===== src/rtl/multi_channel_occupancy_if.sv =====
// Bundle of push/dequeue/status signals for multi_channel_occupancy.
// The master side drives pushes and the dequeue handshake, and the slave side reports status.
interface multi_channel_occupancy_if #(
  parameter int CHANNELS = 4,
  parameter int CNT_W    = 3,
  parameter int ID_W     = 2
);
  logic [CHANNELS-1:0]       push;
  logic                      deq_ready;
  logic                      deq_valid;
  logic [CHANNELS-1:0]       deq_sel;
  logic [ID_W-1:0]           deq_id;
  logic [CHANNELS-1:0]       empty;
  logic [CHANNELS-1:0]       almost_empty;
  logic [CHANNELS-1:0]       almost_full;
  logic [CHANNELS-1:0]       full;
  logic [CHANNELS*CNT_W-1:0] count;
  logic                      err_clr;
  logic [CHANNELS-1:0]       overflow_err;

  modport master (
    output push, deq_ready, err_clr,
    input  deq_valid, deq_sel, deq_id, empty, almost_empty, almost_full, full, count,
           overflow_err
  );

  modport slave (
    input  push, deq_ready, err_clr,
    output deq_valid, deq_sel, deq_id, empty, almost_empty, almost_full, full, count,
           overflow_err
  );
endinterface


===== src/rtl/multi_channel_occupancy.sv =====
// Per-channel one-hot occupancy chains with a round-robin dequeue selector.
// Optional sticky overflow flags: define MULTI_OCC_OVERFLOW_ERR_EN.
module multi_channel_occupancy #(
  parameter int CHANNELS = 4,
  parameter int DEPTH    = 4,
  parameter int AF_LEVEL = 3,
  parameter int CNT_W    = $clog2(DEPTH + 1),
  parameter int ID_W     = (CHANNELS > 1) ? $clog2(CHANNELS) : 1
) (
  input  logic                    clk,
  input  logic                    rst_n,
  multi_channel_occupancy_if.slave bus
);

  logic [DEPTH:0]            chain_r [CHANNELS];
  logic [ID_W-1:0]           rr_ptr_r;
  logic [CHANNELS-1:0]       empty_s;
  logic [CHANNELS-1:0]       almost_empty_s;
  logic [CHANNELS-1:0]       almost_full_s;
  logic [CHANNELS-1:0]       full_s;
  logic [CHANNELS*CNT_W-1:0] count_s;
  logic [ID_W-1:0]           grant_id_s;
  logic                      grant_found_s;
  logic [CHANNELS-1:0]       deq_sel_s;
  logic                      handshake_s;
  logic [CHANNELS-1:0]       pop_s;
  logic [CHANNELS-1:0]       drop_s;

  function automatic logic [CNT_W-1:0] onehot_to_bin(input logic [DEPTH:0] oh);
    logic [CNT_W-1:0] res;
    res = '0;
    for (int j = 0; j <= DEPTH; j++) begin
      res = res | (oh[j] ? CNT_W'(j) : {CNT_W{1'b0}});
    end
    return res;
  endfunction

  // Status decode straight from the chain registers
  always_comb begin
    empty_s        = '0;
    almost_empty_s = '0;
    almost_full_s  = '0;
    full_s         = '0;
    count_s        = '0;
    for (int i = 0; i < CHANNELS; i++) begin
      empty_s[i]                  = chain_r[i][0];
      almost_empty_s[i]           = chain_r[i][1];
      full_s[i]                   = chain_r[i][DEPTH];
      count_s[i*CNT_W +: CNT_W]   = onehot_to_bin(chain_r[i]);
      almost_full_s[i]            = (onehot_to_bin(chain_r[i]) >= CNT_W'(AF_LEVEL));
    end
  end

  // Round-robin grant: first non-empty channel starting at rr_ptr_r
  always_comb begin
    grant_found_s = 1'b0;
    grant_id_s    = '0;
    for (int k = 0; k < CHANNELS; k++) begin
      if (!grant_found_s && !empty_s[ID_W'((int'(rr_ptr_r) + k) % CHANNELS)]) begin
        grant_found_s = 1'b1;
        grant_id_s    = ID_W'((int'(rr_ptr_r) + k) % CHANNELS);
      end else begin
        grant_found_s = grant_found_s;
      end
    end
  end

  // One-hot select, pop and dropped-push vectors
  always_comb begin
    deq_sel_s   = '0;
    handshake_s = grant_found_s & bus.deq_ready;
    for (int j = 0; j < CHANNELS; j++) begin
      deq_sel_s[j] = grant_found_s && (grant_id_s == ID_W'(j));
    end
    pop_s  = handshake_s ? deq_sel_s : {CHANNELS{1'b0}};
    drop_s = bus.push & ~pop_s & full_s;
  end

  // Occupancy chains; a push into a full channel without a pop leaves it unchanged
  always_ff @(posedge clk or negedge rst_n) begin
    if (!rst_n) begin
      for (int i = 0; i < CHANNELS; i++) begin
        chain_r[i] <= {{DEPTH{1'b0}}, 1'b1};
      end
    end else begin
      for (int i = 0; i < CHANNELS; i++) begin
        if (bus.push[i] && !pop_s[i] && !full_s[i]) begin
          chain_r[i] <= {chain_r[i][DEPTH-1:0], 1'b0};
        end else if (pop_s[i] && !bus.push[i]) begin
          chain_r[i] <= {1'b0, chain_r[i][DEPTH:1]};
        end else begin
          chain_r[i] <= chain_r[i];
        end
      end
    end
  end

  // Round-robin pointer moves past the granted channel on each handshake
  always_ff @(posedge clk or negedge rst_n) begin
    if (!rst_n) begin
      rr_ptr_r <= '0;
    end else if (handshake_s) begin
      if (int'(grant_id_s) == CHANNELS - 1) begin
        rr_ptr_r <= '0;
      end else begin
        rr_ptr_r <= grant_id_s + ID_W'(1);
      end
    end else begin
      rr_ptr_r <= rr_ptr_r;
    end
  end

`ifdef MULTI_OCC_OVERFLOW_ERR_EN
  logic [CHANNELS-1:0] overflow_err_r;

  // Sticky overflow flags; a new drop beats a same-cycle clear
  always_ff @(posedge clk or negedge rst_n) begin
    if (!rst_n) begin
      overflow_err_r <= '0;
    end else begin
      overflow_err_r <= drop_s | (bus.err_clr ? {CHANNELS{1'b0}} : overflow_err_r);
    end
  end

`ifndef SYNTHESIS
  // Simulation report of a dropped push
  always_ff @(posedge clk) begin
    if (rst_n && (|drop_s)) begin
      $error("multi_channel_occupancy: push dropped on full channel(s) %b", drop_s);
    end
  end
`endif

  assign bus.overflow_err = overflow_err_r;
`else
  logic unused_err_clr_s;
  assign unused_err_clr_s = bus.err_clr ^ (|drop_s);
  assign bus.overflow_err = '0;
`endif

  assign bus.empty        = empty_s;
  assign bus.almost_empty = almost_empty_s;
  assign bus.almost_full  = almost_full_s;
  assign bus.full         = full_s;
  assign bus.count        = count_s;
  assign bus.deq_valid    = grant_found_s;
  assign bus.deq_sel      = deq_sel_s;
  assign bus.deq_id       = grant_id_s;

endmodule

===== src/flat_wrapper.sv =====
// flat-port wrapper written by rule: the top's interface ports become plain ports
module multi_channel_occupancy_flat 
#(
  parameter int CHANNELS = 4,
  parameter int DEPTH    = 4,
  parameter int AF_LEVEL = 3,
  parameter int CNT_W    = $clog2(DEPTH + 1),
  parameter int ID_W     = (CHANNELS > 1) ? $clog2(CHANNELS) : 1
)
  (clk, rst_n, bus_push, bus_deq_ready, bus_err_clr, bus_deq_valid, bus_deq_sel, bus_deq_id, bus_empty, bus_almost_empty, bus_almost_full, bus_full, bus_count, bus_overflow_err);
  multi_channel_occupancy_if #(.CHANNELS(CHANNELS), .CNT_W(CNT_W), .ID_W(ID_W)) bus_i ();
  input  logic clk;
  input  logic rst_n;
  input wire logic [$bits(bus_i.push)-1:0] bus_push;
  input wire logic [$bits(bus_i.deq_ready)-1:0] bus_deq_ready;
  input wire logic [$bits(bus_i.err_clr)-1:0] bus_err_clr;
  output wire logic [$bits(bus_i.deq_valid)-1:0] bus_deq_valid;
  output wire logic [$bits(bus_i.deq_sel)-1:0] bus_deq_sel;
  output wire logic [$bits(bus_i.deq_id)-1:0] bus_deq_id;
  output wire logic [$bits(bus_i.empty)-1:0] bus_empty;
  output wire logic [$bits(bus_i.almost_empty)-1:0] bus_almost_empty;
  output wire logic [$bits(bus_i.almost_full)-1:0] bus_almost_full;
  output wire logic [$bits(bus_i.full)-1:0] bus_full;
  output wire logic [$bits(bus_i.count)-1:0] bus_count;
  output wire logic [$bits(bus_i.overflow_err)-1:0] bus_overflow_err;
  assign bus_i.push = bus_push;
  assign bus_i.deq_ready = bus_deq_ready;
  assign bus_i.err_clr = bus_err_clr;
  assign bus_deq_valid = bus_i.deq_valid;
  assign bus_deq_sel = bus_i.deq_sel;
  assign bus_deq_id = bus_i.deq_id;
  assign bus_empty = bus_i.empty;
  assign bus_almost_empty = bus_i.almost_empty;
  assign bus_almost_full = bus_i.almost_full;
  assign bus_full = bus_i.full;
  assign bus_count = bus_i.count;
  assign bus_overflow_err = bus_i.overflow_err;
  multi_channel_occupancy #(.CHANNELS(CHANNELS), .DEPTH(DEPTH), .AF_LEVEL(AF_LEVEL), .CNT_W(CNT_W), .ID_W(ID_W)) u_core (.clk(clk), .rst_n(rst_n), .bus(bus_i));
endmodule

===== config.mk =====
export PLATFORM = sky130hd
export DESIGN_NAME = multi_channel_occupancy_flat
export DESIGN_NICKNAME = d
export VERILOG_FILES = /design/src/rtl/multi_channel_occupancy_if.sv /design/src/rtl/multi_channel_occupancy.sv /design/src/flat_wrapper.sv
export SDC_FILE = /design/constraint.sdc
export NUM_CORES = 1
export LEC_CHECK = 0
export CAP_MARGIN = 10
export CORE_UTILIZATION = 47
export DETAILED_ROUTE_END_ITERATION = 7
export PLACE_DENSITY = 0.8
export SYNTH_ARGS = -nofsm -noshare
export SYNTH_HDL_FRONTEND = slang
export SYNTH_SLANG_ARGS = --single-unit

===== constraint.sdc =====
create_clock -name clk -period 3.4 [get_ports clk]
set_clock_uncertainty 0.1 [all_clocks]
set_input_delay 0.68 -clock clk [delete_from_list [all_inputs] [get_ports clk]]
set_output_delay 0.68 -clock clk [all_outputs]
set_load 0.005 [all_outputs]

==> results.md <==
* Skew-Pair Late Insertion Delay at 0.32 ns
* Detailed Routing Iterations Pass 1 at 5
* Area Overhead vs Synth at 21.70%
* DRC at 0
* Pwr Total at 1.014 mW
* Final Wtd Congestion at 0.7864
* Hold Crit Class: reg -> reg
* I/O pin count at between 40 and 50
* DRT iter0 DRCs at 59
* # diodes at 0
* CTS tree: yes
* Row count at 20
* Vias/cell at 5.343
* Max Slew Vio Count at 0
* Max clock buf depth at 2
* Delay of the slowest critical-path stage at 0.61 ns
* Post-synth cell types at 44
* Initial core utilization at 0.5016
* R2R Path Start: u_core.bus.empty[0]
* Worst path arrival time at between 2 and 3 ns
* Fin. Hold Viols at 0
* Synth top area share at 0.2894
* Slew HR at 0.3404
* Internal Dissipation at between 0.6 and 0.7 mW
* Gr ovfl total at 0
* Run status: finished clean
* Sequential cell area fraction in the yosys report at 0.3569
* Seq cells post-synth at 22
* First-pass GRT wire length at between 5 and 6 mm
* Critical path endpoint category: output port
* CORE AREA at 0.003103 mm²
* R2R Setup Slk at 0.95 ns
* Reg power frac at 0.351
* Die Ht at 59.55 µm
* CTS Buf Count at 3
* Sw frac at 0.3663
* Net Sw Power at 0.3716 mW
* Top-count cell post-synth: buf_4
* YS warnings at 0
* CTS root buf: clkbuf_4
* Clk slew on worst S/H paths at 0.13 ns
* CP max FO at 7
* Pleak at 0.8284 nW
* Number of flops mapped to enable cells by yosys at 0
* Setup Buffers After CTS at 0
* Fin Setup TNS at 0 ns
* Total Routing Usage GR at 0.2003
* Setup CP Type: reg -> out
* CP max-delay cell: dfstp_2
* Die area at 0.003546 mm²
* Worst Tran Pin Value at 0.9863 ns
* Share of cells above drive strength 1 at 0.1376
* CTS H-tree lvls at 1
* Chip width at about 60 µm
* Fillers at 288
* Fmax at about 310 MHz
* Wire per inst at 13.59 µm
* Initial antenna violation count at 0
* VDD IR max at 295.5 µV
* Post-synth top cells: buf_4, dfrtp_1, nand2_1
* HPWL Detailed at ~2.3 mm
* Total length of routed wires at 3.167 mm
* Largest net degree at the start of global routing at 23
* RSZ-0062 raised after global routing: false
* Layout net count at between 200 and 250
* Syn Inst Count at 165
* Max_cap viols at 0
* Vias in the first global route at 1,177
* CTS Sinks at 22
* IO buf count at 41
* CP Launch Point: u_core.bus.empty[0]
* Worst path cell trace: or2_2, a21oi_1, a221oi_2, buf_4, ha_1, and2_1, clkdlybuf4s50_1
* Final setup fails at 0
* Setup crit start kind: register
* Vias at 1,245
* Reg2Reg Depth at 9
* FF-to-FF End: u_core.bus.almost_empty[2]
* Syn Area/Cell at 9.433 µm²
* CP endpoint: bus_deq_sel[3]
* Remaining antenna violation count at 0
* Ys async rst share at 1.000
* Power Dens Cells at ~540 mW/mm²
* Period utilisation layout at 0.9634
* Synth area leader: dfrtp_1
* Comb pwr share at 0.518
* Clock power frac at 0.131
* Req. time, crit path at 2.62 ns
* Synth Flop Type: dfrtp_1
* Minimum clock period at 3.276 ns
* Area contributors post-synth: dfrtp_1, buf_4, mux2i_1
* Synthesized cell area at 0.001556 mm²
[cells in the final DEF, fill, tap and decap left out, types with 2 or more instances in the layout]
| cell | instances |
|---|---|
| clkdlybuf4s50_1 | 41 |
| dfrtp_1 | 18 |
| nand2_1 | 17 |
| mux2i_1 | 15 |
| o21ai_0 | 10 |
| or2_2 | 9 |
| inv_1 | 8 |
| and2_1 | 6 |
| a21oi_1 | 5 |
| a21o_1 | 4 |
| a22oi_1 | 4 |
| ha_1 | 4 |
| conb_1 | 4 |
| dfstp_2 | 4 |
| o22ai_1 | 3 |
| o21ai_1 | 3 |
| clkbuf_4 | 3 |
| a311oi_4 | 2 |
| nor3_1 | 2 |
| nor2_1 | 2 |
| o211ai_1 | 2 |
| a22o_1 | 2 |
[how the worst min path moves through the flow]
stage,from,to,slack (ns),cells after the start
after floorplan,rst_n,u_core.bus.almost_empty[0],0.28,0
after CTS,u_core.rr_ptr_r[0],u_core.rr_ptr_r[0],0.44,2
final,u_core.rr_ptr_r[0],u_core.rr_ptr_r[0],0.44,2
after global placement,u_core.rr_ptr_r[0],u_core.rr_ptr_r[0],0.40,2
after global routing,u_core.bus.empty[2],u_core.bus.empty[2],0.50,2
after detailed placement,u_core.rr_ptr_r[0],u_core.rr_ptr_r[0],0.41,2
[kinds of logic (layout without fill, tap and decap cells)]
kind of cell	count (synthesis)	in the layout	synth area share
compound gates	43	43	0.2114
fa+ha+maj	4	4	0.03216
buf+inv	34	55	0.1383
flops	22	22	0.3569
mux	16	16	0.1037
other cells	1	4	0.002409
simple gates	45	45	0.1552
[power groups by stage]
stage	clock [mW]	sequential (mW)	combinational, mW
after detailed placement	0	0.359	0.522
after CTS	0.134	0.355	0.530
after global placement	0	0.355	0.506
after global routing	0.141	0.368	0.580
after floorplan	0	0.344	0.337
final	0.133	0.357	0.525
[area by class of cell]
type,count,area (µm²),area share
Tap cell,44,55.05,0.02906
Sequential cell,22,555.5,0.2933
Inverter,9,36.28,0.01915
Multi-Input combinational cell,112,803.3,0.4240
Clock buffer,4,26.28,0.01387
Timing Repair Buffer,42,417.9,0.2206
[state kept, by name, indices dropped and copies added (netlist names)]
name                     cells
u_core.bus.almost_empty      4
u_core.bus.empty             4
u_core.bus.full              4
u_core.chain_r               8
u_core.rr_ptr_r              2
[what timing repair did]
item                       CTS  global route
cloned                       0             0
hold buffers                 0             0
setup endpoints to repair    1             2
gates resized for setup      1             1
[critical path: cells and delay by family, from the launching register on]
kind | cells | cell delay, ns
AO/OA/AOI/OAI | 2 | 0.35
adder cells (fa/ha/maj) | 1 | 0.24
buffers and inverters | 2 | 0.67
flip-flops | 1 | 0.61
AND/OR/NAND/NOR | 2 | 0.30
[stage by stage]
step                      setup WS (ns)  hold WS, ns  std cells    util  cell area, µm²
final                            0.1244       0.4406        233  0.6105            1894
after CTS                        0.1320       0.4396        233  0.6105            1894
after global routing            0.01621       0.4950        233  0.6105            1894
after detailed placement         0.3684       0.4100        229  0.6000            1862
after global placement           0.4404       0.3988        229  0.6000            1862
after floorplan                  0.8274       0.2844        168       -            1568
[metal layers]
metal	part of all wire	vias to the layer above	wire length, µm	global-route usage
met2	0.49	46	1536	0.3387
met1	0.45	581	1435	0.2572
met3	0.041	7	129	0.02620
li1	-	611	-	-
met4	0.021	0	65	0.08306
met5	0	-	0	0
No activity file was read; power rests on OpenSTA's default activity.
